$ cat config.mk
export PLATFORM = sky130hd
export DESIGN_NAME = muxn_rr
export DESIGN_NICKNAME = d
export VERILOG_FILES = /design/src/rtl/muxn_pkg.sv /design/src/rtl/muxn_rr_arb.sv /design/src/rtl/muxn_rr.sv
export SDC_FILE = /design/constraint.sdc
export NUM_CORES = 1
export LEC_CHECK = 0
export BUFFER_PORTS_ARGS = -buffer_cell sky130_fd_sc_hd__clkbuf_2
export CAP_MARGIN = 20
export CORE_MARGIN = 10
export CORE_UTILIZATION = 25
export CTS_CLUSTER_DIAMETER = 200
export DETAILED_ROUTE_END_ITERATION = 10
export PLACE_DENSITY = 0.57
export REMOVE_ABC_BUFFERS = 1
export SYNTH_ARGS = -nofsm -noshare
export SYNTH_HDL_FRONTEND = slang
export SYNTH_HIERARCHICAL = 1
export SYNTH_SLANG_ARGS = --single-unit
$ cat constraint.sdc
create_clock -name clk -period 3.59 [get_ports clk]
set_input_delay 0.1795 -clock clk [delete_from_list [all_inputs] [get_ports clk]]
set_output_delay 0.1795 -clock clk [all_outputs]
set_load 0.02 [all_outputs]
$ cat src/rtl/muxn_pkg.sv
// Shared types, limits and the cyclic priority search used by the muxn_rr stream mux.
package muxn_pkg;

  localparam int MUXN_MAX_N = 16;

  typedef enum logic {
    IDLE,
    LOCKED
  } lock_state_t;

  // Index of the first set bit of valid[0..n-1], scanning cyclically upward
  // from ptr; -1 when nothing is set. Lower scan offsets overwrite later.
  function automatic int rr_search(input logic [MUXN_MAX_N-1:0] valid,
                                   input int ptr,
                                   input int n);
    int idx;
    int res;
    res = -1;
    for (int k = MUXN_MAX_N - 1; k >= 0; k--) begin
      if (k < n) begin
        idx = ptr + k;
        if (idx >= n) idx = idx - n;
        if (valid[idx[3:0]]) res = idx;
      end
    end
    return res;
  endfunction

endpackage

$ cat src/rtl/muxn_rr_arb.sv
// Grant generation for muxn_rr: fixed select, cyclic round-robin search, or a forced
// grant while a packet lock is held. Owns the round-robin pointer.
module muxn_rr_arb
  import muxn_pkg::*;
#(
  parameter int N  = 4,
  parameter int SW = $clog2(N)
) (
  input  logic          clk,
  input  logic          rst,
  input  logic          mode,
  input  logic [SW-1:0] sel,
  input  logic [N-1:0]  in_valid,
  input  logic          locked,
  input  logic [SW-1:0] lock_ch,
  input  logic          advance,
  output logic          gnt_valid,
  output logic [SW-1:0] gnt
);

  logic [SW-1:0] ptr;
  int            found;

  always_comb begin
    gnt_valid = 1'b0;
    gnt       = '0;
    found     = rr_search(MUXN_MAX_N'(in_valid), int'(ptr), N);
    if (locked) begin
      gnt_valid = 1'b1;
      gnt       = lock_ch;
    end else if (mode) begin
      if (found >= 0) begin
        gnt_valid = 1'b1;
        gnt       = SW'(found);
      end
    end else if (int'(sel) < N) begin
      // Fixed select grants regardless of that channel's valid.
      gnt_valid = 1'b1;
      gnt       = sel;
    end
  end

  always_ff @(posedge clk) begin
    if (rst) begin
      ptr <= '0;
    end else if (advance && mode) begin
      ptr <= (int'(gnt) == N - 1) ? '0 : gnt + SW'(1);
    end
  end

endmodule

$ cat src/rtl/muxn_rr.sv
// N-input registered valid/ready stream mux with fixed-select or round-robin arbitration.
// Define MUXN_PKT_LOCK_EN to hold the grant on one channel until its in_last beat.
module muxn_rr
  import muxn_pkg::*;
#(
  parameter  int N  = 4,
  parameter  int W  = 8,
  localparam int SW = $clog2(N)
) (
  input  logic           clk,
  input  logic           rst,
  input  logic           mode,
  input  logic [SW-1:0]  sel,
  input  logic [N-1:0]   in_valid,
  input  logic [N*W-1:0] in_data,
  input  logic [N-1:0]   in_last,
  output logic [N-1:0]   in_ready,
  output logic           out_valid,
  output logic [W-1:0]   out_data,
  output logic           out_last,
  output logic [SW-1:0]  out_sel,
  input  logic           out_ready
);

  logic          load_ok;
  logic          gnt_valid;
  logic [SW-1:0] gnt;
  logic          xfer;
  logic [W-1:0]  sel_data;
  logic          sel_last;
  logic          locked;
  logic [SW-1:0] lock_ch;

  assign load_ok = !out_valid || out_ready;

  muxn_rr_arb #(
    .N  (N),
    .SW (SW)
  ) u_arb (
    .clk       (clk),
    .rst       (rst),
    .mode      (mode),
    .sel       (sel),
    .in_valid  (in_valid),
    .locked    (locked),
    .lock_ch   (lock_ch),
    .advance   (xfer),
    .gnt_valid (gnt_valid),
    .gnt       (gnt)
  );

  always_comb begin
    in_ready = '0;
    if (gnt_valid) in_ready[gnt] = load_ok;
  end

  assign xfer     = gnt_valid && in_valid[gnt] && load_ok;
  assign sel_data = in_data[int'(gnt)*W +: W];
  assign sel_last = in_last[gnt];

`ifdef MUXN_PKT_LOCK_EN
  lock_state_t   state;
  lock_state_t   state_nxt;
  logic [SW-1:0] lock_ch_nxt;

  always_ff @(posedge clk) begin
    if (rst) begin
      state   <= IDLE;
      lock_ch <= '0;
    end else begin
      state   <= state_nxt;
      lock_ch <= lock_ch_nxt;
    end
  end

  // A beat that is both first and last is a single-beat packet: no lock.
  always_comb begin
    state_nxt   = state;
    lock_ch_nxt = lock_ch;
    case (state)
      IDLE: begin
        if (xfer && !sel_last) begin
          state_nxt   = LOCKED;
          lock_ch_nxt = gnt;
        end
      end
      LOCKED: begin
        if (xfer && sel_last) state_nxt = IDLE;
      end
      default: state_nxt = IDLE;
    endcase
  end

  assign locked = (state == LOCKED);
`else
  assign locked  = 1'b0;
  assign lock_ch = '0;
`endif

  // ---- output register stage ----
  always_ff @(posedge clk) begin
    if (rst) begin
      out_valid <= 1'b0;
      out_data  <= '0;
      out_last  <= 1'b0;
      out_sel   <= '0;
    end else if (xfer) begin
      out_valid <= 1'b1;
      out_data  <= sel_data;
      out_last  <= sel_last;
      out_sel   <= gnt;
    end else if (out_ready) begin
      out_valid <= 1'b0;
    end
  end

endmodule

---- Yosys cells after proc, flatten, opt, wreduce, memory -nomap -nowiden ----
Cells that the tools add are included.
storage, ports and cells
  ROM bits ................................ 0
  register bits after elaboration ......... 14
  input port bits ......................... 46
  latch bits .............................. 0
  memories ................................ 0
  RAM bits ................................ 0
  output and inout bits ................... 16
  logic and storage cells ................. 64
operators by class
  muxes and demuxes ....................... 30
  reductions and logical operators ........ 7
  multipliers ............................. 0
  eq/ne operators ......................... 1
  magnitude comparators ................... 11
  $add $sub $neg .......................... 8
  shifts and indexed selects .............. 1
  divide/modulo/power cells ............... 0
  bitwise logic cells ..................... 1
operator list
  operator               number
  $mux 32                8
  $ge 32x4->1 const B    3
  $sub 32x4->32 const B  3
  $ge 32x1->1 const B    1
  $shiftx 32x6->8        1
  $lt 4x5->1 const B     4
  $bmux 1 s4             4
  $mux 1                 11
  $add 2x2->3 const B    2
  $mux 2                 3
  $and 4x4->4            1
  $bmux 1 s2             2
  $logic_and 1x1->1      4
  $mux 4                 1
  $sub 2x3->4 const B    1
  $add 2x1->3 const B    1
  $ge 2x3->1 const B     1
  $lt 2x3->1 const B     1
  $add 2x1->2 const B    1
  $demux 1 s2            1
  $eq 2x1->1 const B     1
  $ge 2x1->1 const B     1
  $reduce_bool 2->1      1
  $logic_not 1->1        1
  $logic_or 1x1->1       1

---- Logic depth before layout (Yosys ltp) ----
Gate-level depths: netlist of run 1.
  word-level depth ........................ 18
  mapped depth ............................ 17
  gate-level depth less buffers ........... 14

---- By module ----
The synthesis of run 1 kept the hierarchy.
modules (own cells, without submodules)
  module       seq. area each (sq um)  area an instance (sq um)  instances  cells each
  muxn_rr      240.2                   887.1                     1          92
  muxn_rr_arb  40.0                    498.0                     1          58

---- Worst setup path after synthesis of run 1 ----
No wires, ideal clock.
  kind .................................... reg2reg
  from .................................... reg u_arb.ptr[0]
  to ...................................... reg u_arb.ptr[1]
  data arrival time ....................... 3411 ps
  path buffers ............................ 3
  setup slack ............................. 55 ps
  cell stages (with the launch flop) ...... 17
  period minus slack after synthesis ...... 3535 ps
  data required time ...................... 3467 ps
  library setup time ...................... 123 ps
  path through ............................ dfxtp_1 buf_6 inv_1 ha_1 or3_4 a21oi_2 nor3_1 o31ai_2 and2_4 buf_6 mux4_2 buf_2 and3_1 nand2_1 nor2_1 nand4b_1 o211ai_2
between the ends
  cells in the longest elaborated chain, start to end .. 17
  elaborated cells between the ends (all ways) .. 40
  those cells by class .................... add/sub (8); order compare (5); eq/ne (1); mux (23); reduce/logical (3)
ends and longest elaborated chain
  what                                          RTL line           RTL
  start, declared                               muxn_rr_arb.sv:21  logic [SW-1:0] ptr;
  start signal, assigned                        muxn_rr_arb.sv:47  ptr <= (int'(gnt) == N - 1) ? '0 : gnt + SW'(1);
  $add 2x2->3                                   muxn_pkg.sv:21     idx = ptr + k;
  $sub 32x4->32 or $ge 32x4->1 (tied branches)  muxn_pkg.sv:22     if (idx >= n) idx = idx - n;
  $mux 32                                       muxn_pkg.sv:22
  $bmux 1 s4                                    muxn_pkg.sv:23     if (valid[idx[3:0]]) res = idx;
  $mux 1 (not written as such)                  muxn_pkg.sv:23
  $mux 32 (3 in a row)                          muxn_pkg.sv:23
  $mux 32 *                                     muxn_pkg.sv:23
  $ge 32x1->1                                   muxn_rr_arb.sv:32  if (found >= 0) begin
  $mux 2 *                                      muxn_rr_arb.sv:32
  $mux 2 *                                      muxn_rr_arb.sv:31  end else if (mode) begin
  net gnt[0]                                    muxn_rr.sv:27      logic [SW-1:0] gnt;
  $bmux 1 s2 *                                  muxn_rr.sv:57      assign xfer = gnt_valid && in_valid[gnt] && load_ok;
  $mux 1 (not written as such) *                muxn_rr.sv:57
  $logic_and 1x1->1 * (2 in a row)              muxn_rr.sv:57
  net xfer                                      muxn_rr.sv:28      logic xfer;
  $logic_and 1x1->1 *                           muxn_rr_arb.sv:46  end else if (advance && mode) begin
The timed path passes the listed nets; every way through them passes the cells marked *. The select of a mux whose other input is x is not followed.
A chain may end at the register's enable or synchronous reset.

---- Worst setup path after layout of run 1 ----
  from .................................... reg u_arb.ptr[1]
  to ...................................... reg u_arb.ptr[1]
Same word-level chain as after synthesis.

==> qor.csv, run 1 <==
metric,value,unit
CP peak stage delay,490,ps
postcts setup bufs,0,
Die X,94.4,um
post-synthesis area per instance,9.23,um2
cell with the biggest individual delay on the critical path,sky130_fd_sc_hd__mux4_2,
largest vdd supply drop,0.000123,V
total power consumption of the routed design,0.000627,W
Max Root-Sink Buffers,2,
post-place instance area,1770,um2
sequential cell area,280,um2
starting density of the core,25.5,%
max-cap check violation count,0,
clock share of power,20.1,%
logic gate share of total power,49.7,%
fin. max-slew vios,0,
accumulated negative setup slack,0,ps
area of the multi-input gates,992,um2
post-route cell area,1810,um2
Total GRT Usage,8.59,%
Final min period,3310,ps
RSZ-0062 raised after global routing,false,
sink count of the clock tree,14,
critical path launch point type,flop,
layout cell share with drive strength beyond 1,49.1,%
fmax,302,MHz
Top Ports,62,
power spent charging and discharging nets,0.000232,W
vias after detailed routing,1365,
maximum number of pins on one net before global-route repair,27,
cell family with the largest share of critical-path delay,simple AND/OR/NAND/NOR gates,
fraction of the mapped netlist area in compound gates,22.5,%
dominant synthesized flop cell,sky130_fd_sc_hd__dfxtp_1,
Site Rows,27,
cell accounting for the most synthesized area,sky130_fd_sc_hd__dfxtp_1,
dpl hpwl,3.04,mm
cells taking the most area after synthesis,"sky130_fd_sc_hd__dfxtp_1 (20%), sky130_fd_sc_hd__mux4_2 (18%), sky130_fd_sc_hd__a31o_1 (5.7%), sky130_fd_sc_hd__a21oi_2 (5.1%), sky130_fd_sc_hd__nand4_1 (5.0%)",
class of the tightest hold or removal check,input pin to flop,
ratio of total power to cell area,347,nW/um2
Filler Cells Inserted,589,
number of enable flip-flop cells after synthesis,0,
share of cell area taken by muxes after synthesis,24.6,%
Post-CTS Resized,0,
Antenna Nets Post-Route,0,
clock root buffer,sky130_fd_sc_hd__clkbuf_8,
Final Worst Setup Slack,279,ps
Max Fanout on Critical Path,8,
Skew-Pair Late Insertion Delay,240,ps
xor and xnor area share after synthesis,0,%
sequential share of the synthesized area,20.2,%
post-synthesis simple-gate area fraction,17.9,%
Vias per Instance,4.81,
number of hold buffers added after CTS,0,
Starting DRT DRC Count,95,
core region area,5440,um2
critical path start-end classification,flop to flop,
Sw Share,37.0,%
clock tree from TritonCTS,built,
detail-routed net length per standard cell,13.9,um
Critical Path RT,3710,ps
vias in the first global route,1396,
Post-Synth Adder-Cell Area,4.52,%
cell with the most instances after synthesis,sky130_fd_sc_hd__inv_1,
number of buffer cells added on primary ports,61,
clock slew at the register clock pins of the worst setup and hold paths,50,ps
number of antenna repair diodes,0,
residual DRC count,0,
"Period Utilization, post-route",92.2,%
Bufs and invs on worst path,1,
length of the first detailed-routing pass in iterations,4,
dominant combinational cell family by area after synthesis,multiplexers,
fraction of synthesized cell area taken by the top area cell type,20.2,%
post-synthesis register bit count,14,
final setup vio count,0,
final worst hold slack,250,ps
outcome,"finished, final reports clean",
sequential power share,30.2,%
most common library cells after synthesis,"sky130_fd_sc_hd__inv_1 (16), sky130_fd_sc_hd__dfxtp_1 (14), sky130_fd_sc_hd__mux4_2 (11), sky130_fd_sc_hd__nand4_1 (11), sky130_fd_sc_hd__nand2_1 (10)",
number of distinct library cells after synthesis,42,
cells traversed along the worst timing path,inv_1 > ha_1 > or3_4 > a21oi_2 > nor3_1 > o31ai_2 > and2_4 > mux4_2 > and3_1 > nand2_1 > nor2_1 > nand4b_1 > o211ai_2,
arrival time of data at the critical path endpoint,3430,ps
total congestion overflow,0,
synth-to-layout area growth,30.4,%
die area,8920,um2
largest clock skew in the final design,0.766,ps
sort of element at the end of the critical path,flop,
final WL,3.96,mm
slew at the pin closest to its max-slew limit,942,ps
routability-driven placement congestion ratio,0.748,
warnings from Yosys,6,
P_int,0.000395,W
Leak,0.781,nW
DIE HEIGHT,94.4,um
Mapped Cells,150,
number of antenna violations at the first check in global routing,0,
level count of the clock H-tree,1,
worst max-slew margin expressed relative to the limit,37.2,%
cell area after technology mapping,1390,um2
"Hold Vio Cnt, Final",0,
number of nets at the end of the flow,265,
wire length of the first global-routing pass,6.35,mm
clock buffer count from CTS,3,
Post-synth ARST share,0,%
post-place setup slack,303,ps
[registers in the layout, summed over array words and instances, names as in the netlist]
name and count:
out_sel 2, out_last 1, u_arb/ptr 2, out_valid 1, out_data 8
[worst reg2reg max path: stages, from the launching register on]
cell	delay [ps]
sky130_fd_sc_hd__dfxtp_1	480
sky130_fd_sc_hd__inv_1	130
sky130_fd_sc_hd__ha_1	370
sky130_fd_sc_hd__or3_4	430
sky130_fd_sc_hd__a21oi_2	160
sky130_fd_sc_hd__nor3_1	70
sky130_fd_sc_hd__o31ai_2	270
sky130_fd_sc_hd__and2_4	190
sky130_fd_sc_hd__mux4_2	500
sky130_fd_sc_hd__and3_1	230
sky130_fd_sc_hd__nand2_1	100
sky130_fd_sc_hd__nor2_1	60
sky130_fd_sc_hd__nand4b_1	130
sky130_fd_sc_hd__o211ai_2	90
[cell usage in the layout, fill, tap and decap left out, types with 2 or more instances in the layout]
cell and instances:
sky130_fd_sc_hd__nand2b_1 2, sky130_fd_sc_hd__a21oi_1 7, sky130_fd_sc_hd__nor2_1 4, sky130_fd_sc_hd__nor3_1 4
sky130_fd_sc_hd__dfxtp_1 14, sky130_fd_sc_hd__mux4_2 11, sky130_fd_sc_hd__mux2_2 5, sky130_fd_sc_hd__nand3b_1 2
sky130_fd_sc_hd__nand2_1 10, sky130_fd_sc_hd__buf_4 5, sky130_fd_sc_hd__nand3_1 2, sky130_fd_sc_hd__clkbuf_8 3
sky130_fd_sc_hd__a31o_1 9, sky130_fd_sc_hd__ha_1 5, sky130_fd_sc_hd__o21ai_0 2, sky130_fd_sc_hd__clkbuf_2 61
sky130_fd_sc_hd__inv_1 16, sky130_fd_sc_hd__a21oi_2 8, sky130_fd_sc_hd__a31o_2 3, sky130_fd_sc_hd__nand4_1 11
sky130_fd_sc_hd__conb_1 8
[final cells by class]
cell class / instances / area share (%)
tap: 72 / 4.99
multi-input combinational: 113 / 54.9
clock buffer: 3 / 2.29
inverter: 16 / 3.32
timing repair buffer: 66 / 19.0
sequential: 14 / 15.5
[cell families after synthesis]
group,Yosys count
adder cells (fa/ha/maj),5
flip-flops,14
other,1
buffers and inverters,30
AO/OA/AOI/OAI,38
AND/OR/NAND/NOR,44
multiplexers,18
[stage by stage]
step	utilization (%)	instances
floorplan	-	143
global placement	32.5	281
detailed placement	32.5	281
CTS	33.2	284
global route	33.2	284
finish	33.2	284
[routing by layer]
metal	vias up	track usage [%]	wire, um
met5	-	0	0
met4	0	3.67	57
met3	4	2.14	359
met2	41	15.0	1980
met1	640	9.70	1560
li1	680	-	-
[final timing paths]
path                              startpoint           end  slack [ps]  cells past startpoint
worst min-delay path                    mode  u_arb/ptr[0]         250                      2
worst max-delay path            u_arb/ptr[1]  u_arb/ptr[1]         280                     13
worst max register to register  u_arb/ptr[1]  u_arb/ptr[1]         280                     13
worst min register to register   out_data[5]   out_data[5]         530                      3
[power groups by stage]
stage	Clock, W	Combinational [W]	Sequential, W
after floorplan	0	0.000191	0.000218
after CTS	0.000131	0.000316	0.000189
after global routing	0.000137	0.000346	0.000192
after global placement	0	0.000312	0.000192
final	0.000126	0.000312	0.000189
after detailed placement	0	0.000315	0.000193
Note: power is estimated with default switching activity, not from simulation.
==> run 2, diff against run 1 <==
- CELL_PAD_IN_SITES_DETAIL_PLACEMENT: unset -> 1
- CELL_PAD_IN_SITES_GLOBAL_PLACEMENT: unset -> 1
- PLACE_DENSITY: 0.57 -> 0.71
==> run 2 against run 1 <==
  * Critical endpoint unchanged
  * Sequential cell count stayed put
  * Total power grew 2.2%
  * Sequential power about the same
  * Via count increased by 2.6%
  * Highest routed layer unchanged
  * Clock-buffer cell count unchanged
  * First-iteration DRC count fell by 47%
  * Maximum frequency is 1.2% lower
  * Global-route usage grew 1.2 points
  * Core utilization grew 0.16 points
  * Worst setup slack worse by 40 ps
  * Die area stayed put
==> qor.csv, run 2 (synthesis gave the netlist of run 1 again) <==
metric,value,unit
outcome,"finished, final reports clean",
clock root buffer,sky130_fd_sc_hd__clkbuf_8,
sink count of the clock tree,14,
ratio of total power to cell area,353,nW/um2
register containing the most flip-flops in the final layout,out_data,
accumulated negative setup slack,0,ps
"Period Utilization, post-route",93.4,%
total power consumption of the routed design,0.000641,W
largest clock skew in the final design,3.36,ps
most used cells in the layout excluding fill and tap cells,"sky130_fd_sc_hd__clkbuf_2 (61), sky130_fd_sc_hd__inv_1 (16), sky130_fd_sc_hd__dfxtp_1 (13)",
maximum number of pins on one net before global-route repair,27,
vias in the first global route,1473,
fin. max-slew vios,0,
core region area,5440,um2
die area,8920,um2
Site Rows,27,
final WL,4.44,mm
Antenna Nets Post-Route,0,
Worst Hold Launch,mode,
routability-driven placement congestion ratio,0.821,
Crit Reg-Reg Endpoint,u_arb/ptr[1],
Top Ports,62,
fmax,298,MHz
cell with the biggest individual delay on the critical path,sky130_fd_sc_hd__mux4_2,
Bufs and invs on worst path,1,
Vias per Instance,4.92,
DIE HEIGHT,94.4,um
postcts setup bufs,0,
Starting DRT DRC Count,50,
residual DRC count,0,
Die X,94.4,um
Largest regs,"out_data: 8 flops, out_sel: 2 flops, u_arb/ptr: 2 flops",
CP peak stage delay,500,ps
detail-routed net length per standard cell,15.6,um
Max Fanout on Critical Path,8,
RSZ-0062 raised after global routing,false,
wire length of the first global-routing pass,7.21,mm
arrival time of data at the critical path endpoint,3480,ps
number of nets at the end of the flow,266,
sort of element at the end of the critical path,flop,
critical path launch point type,flop,
number of hold buffers added after CTS,0,
vias after detailed routing,1401,
post-place instance area,1770,um2
flop2flop setup slack,240,ps
most common library cell in the layout ignoring fill and taps,sky130_fd_sc_hd__clkbuf_2,
"Hold Vio Cnt, Final",0,
Final min period,3350,ps
cell family with the largest share of critical-path delay,simple AND/OR/NAND/NOR gates,
Total GRT Usage,9.80,%
max-cap check violation count,0,
final setup vio count,0,
total congestion overflow,0,
post-route insts no fill,285,
hold endpoint,u_arb/ptr[0],
cells traversed along the worst timing path,inv_1 > ha_1 > or3_4 > a21oi_2 > nor3_1 > o31ai_2 > and2_4 > mux4_2 > and3_1 > nand2_1 > nor2_1 > nand4b_1 > o211ai_2,
Leak,0.785,nW
largest vdd supply drop,0.0000981,V
cell depth of the worst hold path,2,
Max Root-Sink Buffers,2,
synth-to-layout area growth,31.1,%
total placed cells including tap cells,282,
r2r worst-path depth,13,
level count of the clock H-tree,1,
launching point of the worst reg2reg path,u_arb/ptr[0],
number of antenna violations at the first check in global routing,0,
class of the tightest hold or removal check,input pin to flop,
Critical Path RT,3710,ps
max FFs per register,8,
Skew-Pair Late Insertion Delay,240,ps
starting density of the core,25.5,%
dpl hpwl,3.50,mm
clock tree from TritonCTS,built,
critical path start-end classification,flop to flop,
layout cell share with drive strength beyond 1,49.8,%
clock buffer count from CTS,3,
length of the first detailed-routing pass in iterations,4,
post-route cell area,1820,um2
number of antenna repair diodes,0,
number of buffer cells added on primary ports,61,
clock slew at the register clock pins of the worst setup and hold paths,60,ps
## run 2: layout make-up
| cell class | instances | area [um2] |
|---|---|---|
| clock buffer | 3 | 41.3 |
| fill | 665 | 3620 |
| inverter | 16 | 60.1 |
| multi-input combinational | 113 | 992 |
| sequential | 14 | 282 |
| tap | 72 | 90.1 |
| timing repair buffer | 67 | 350 |
## run 2: routing by layer
metal | track usage, % | vias to the layer above | routed length, um
li1 | - | 683 | -
met1 | 11.1 | 682 | 1810
met2 | 17.4 | 34 | 2270
met3 | 2.54 | 2 | 337
met4 | 3.04 | 0 | 34
met5 | 0 | - | 0
## run 2: where the power goes
group | internal, W | switching [W]
combinational | 0.000146 | 0.000172
clock | 0.0000742 | 0.0000576
sequential | 0.000177 | 0.0000147
## run 2: metrics by stage
step / hold WS (ps) / util [%] / setup WS [ps]
after CTS: 254 / 33.4 / 199
after floorplan: 242 / - / -126
final: 257 / 33.4 / 238
after global placement: 516 / 32.6 / 290
after detailed placement: 510 / 32.6 / 223
after global routing: 269 / 33.4 / 40.7
## run 2: what timing repair did
item	CTS	global route
resized for setup	0	1
hold endpoints to repair	0	0
endpoints found under the setup margin	0	2
## run 2: how the worst max path moves through the flow
| stage | start | cells after the start | slack [ps] | end |
|---|---|---|---|---|
| final | u_arb/ptr[0] | 13 | 240 | u_arb/ptr[1] |
| after global placement | u_arb/ptr[1] | 13 | 290 | u_arb/ptr[1] |
| after detailed placement | u_arb/ptr[1] | 13 | 220 | u_arb/ptr[1] |
| after CTS | u_arb/ptr[1] | 13 | 200 | u_arb/ptr[1] |
| after global routing | u_arb/ptr[0] | 13 | 40 | u_arb/ptr[1] |
| after floorplan | u_arb/ptr[0] | 13 | -130 | u_arb/ptr[1] |
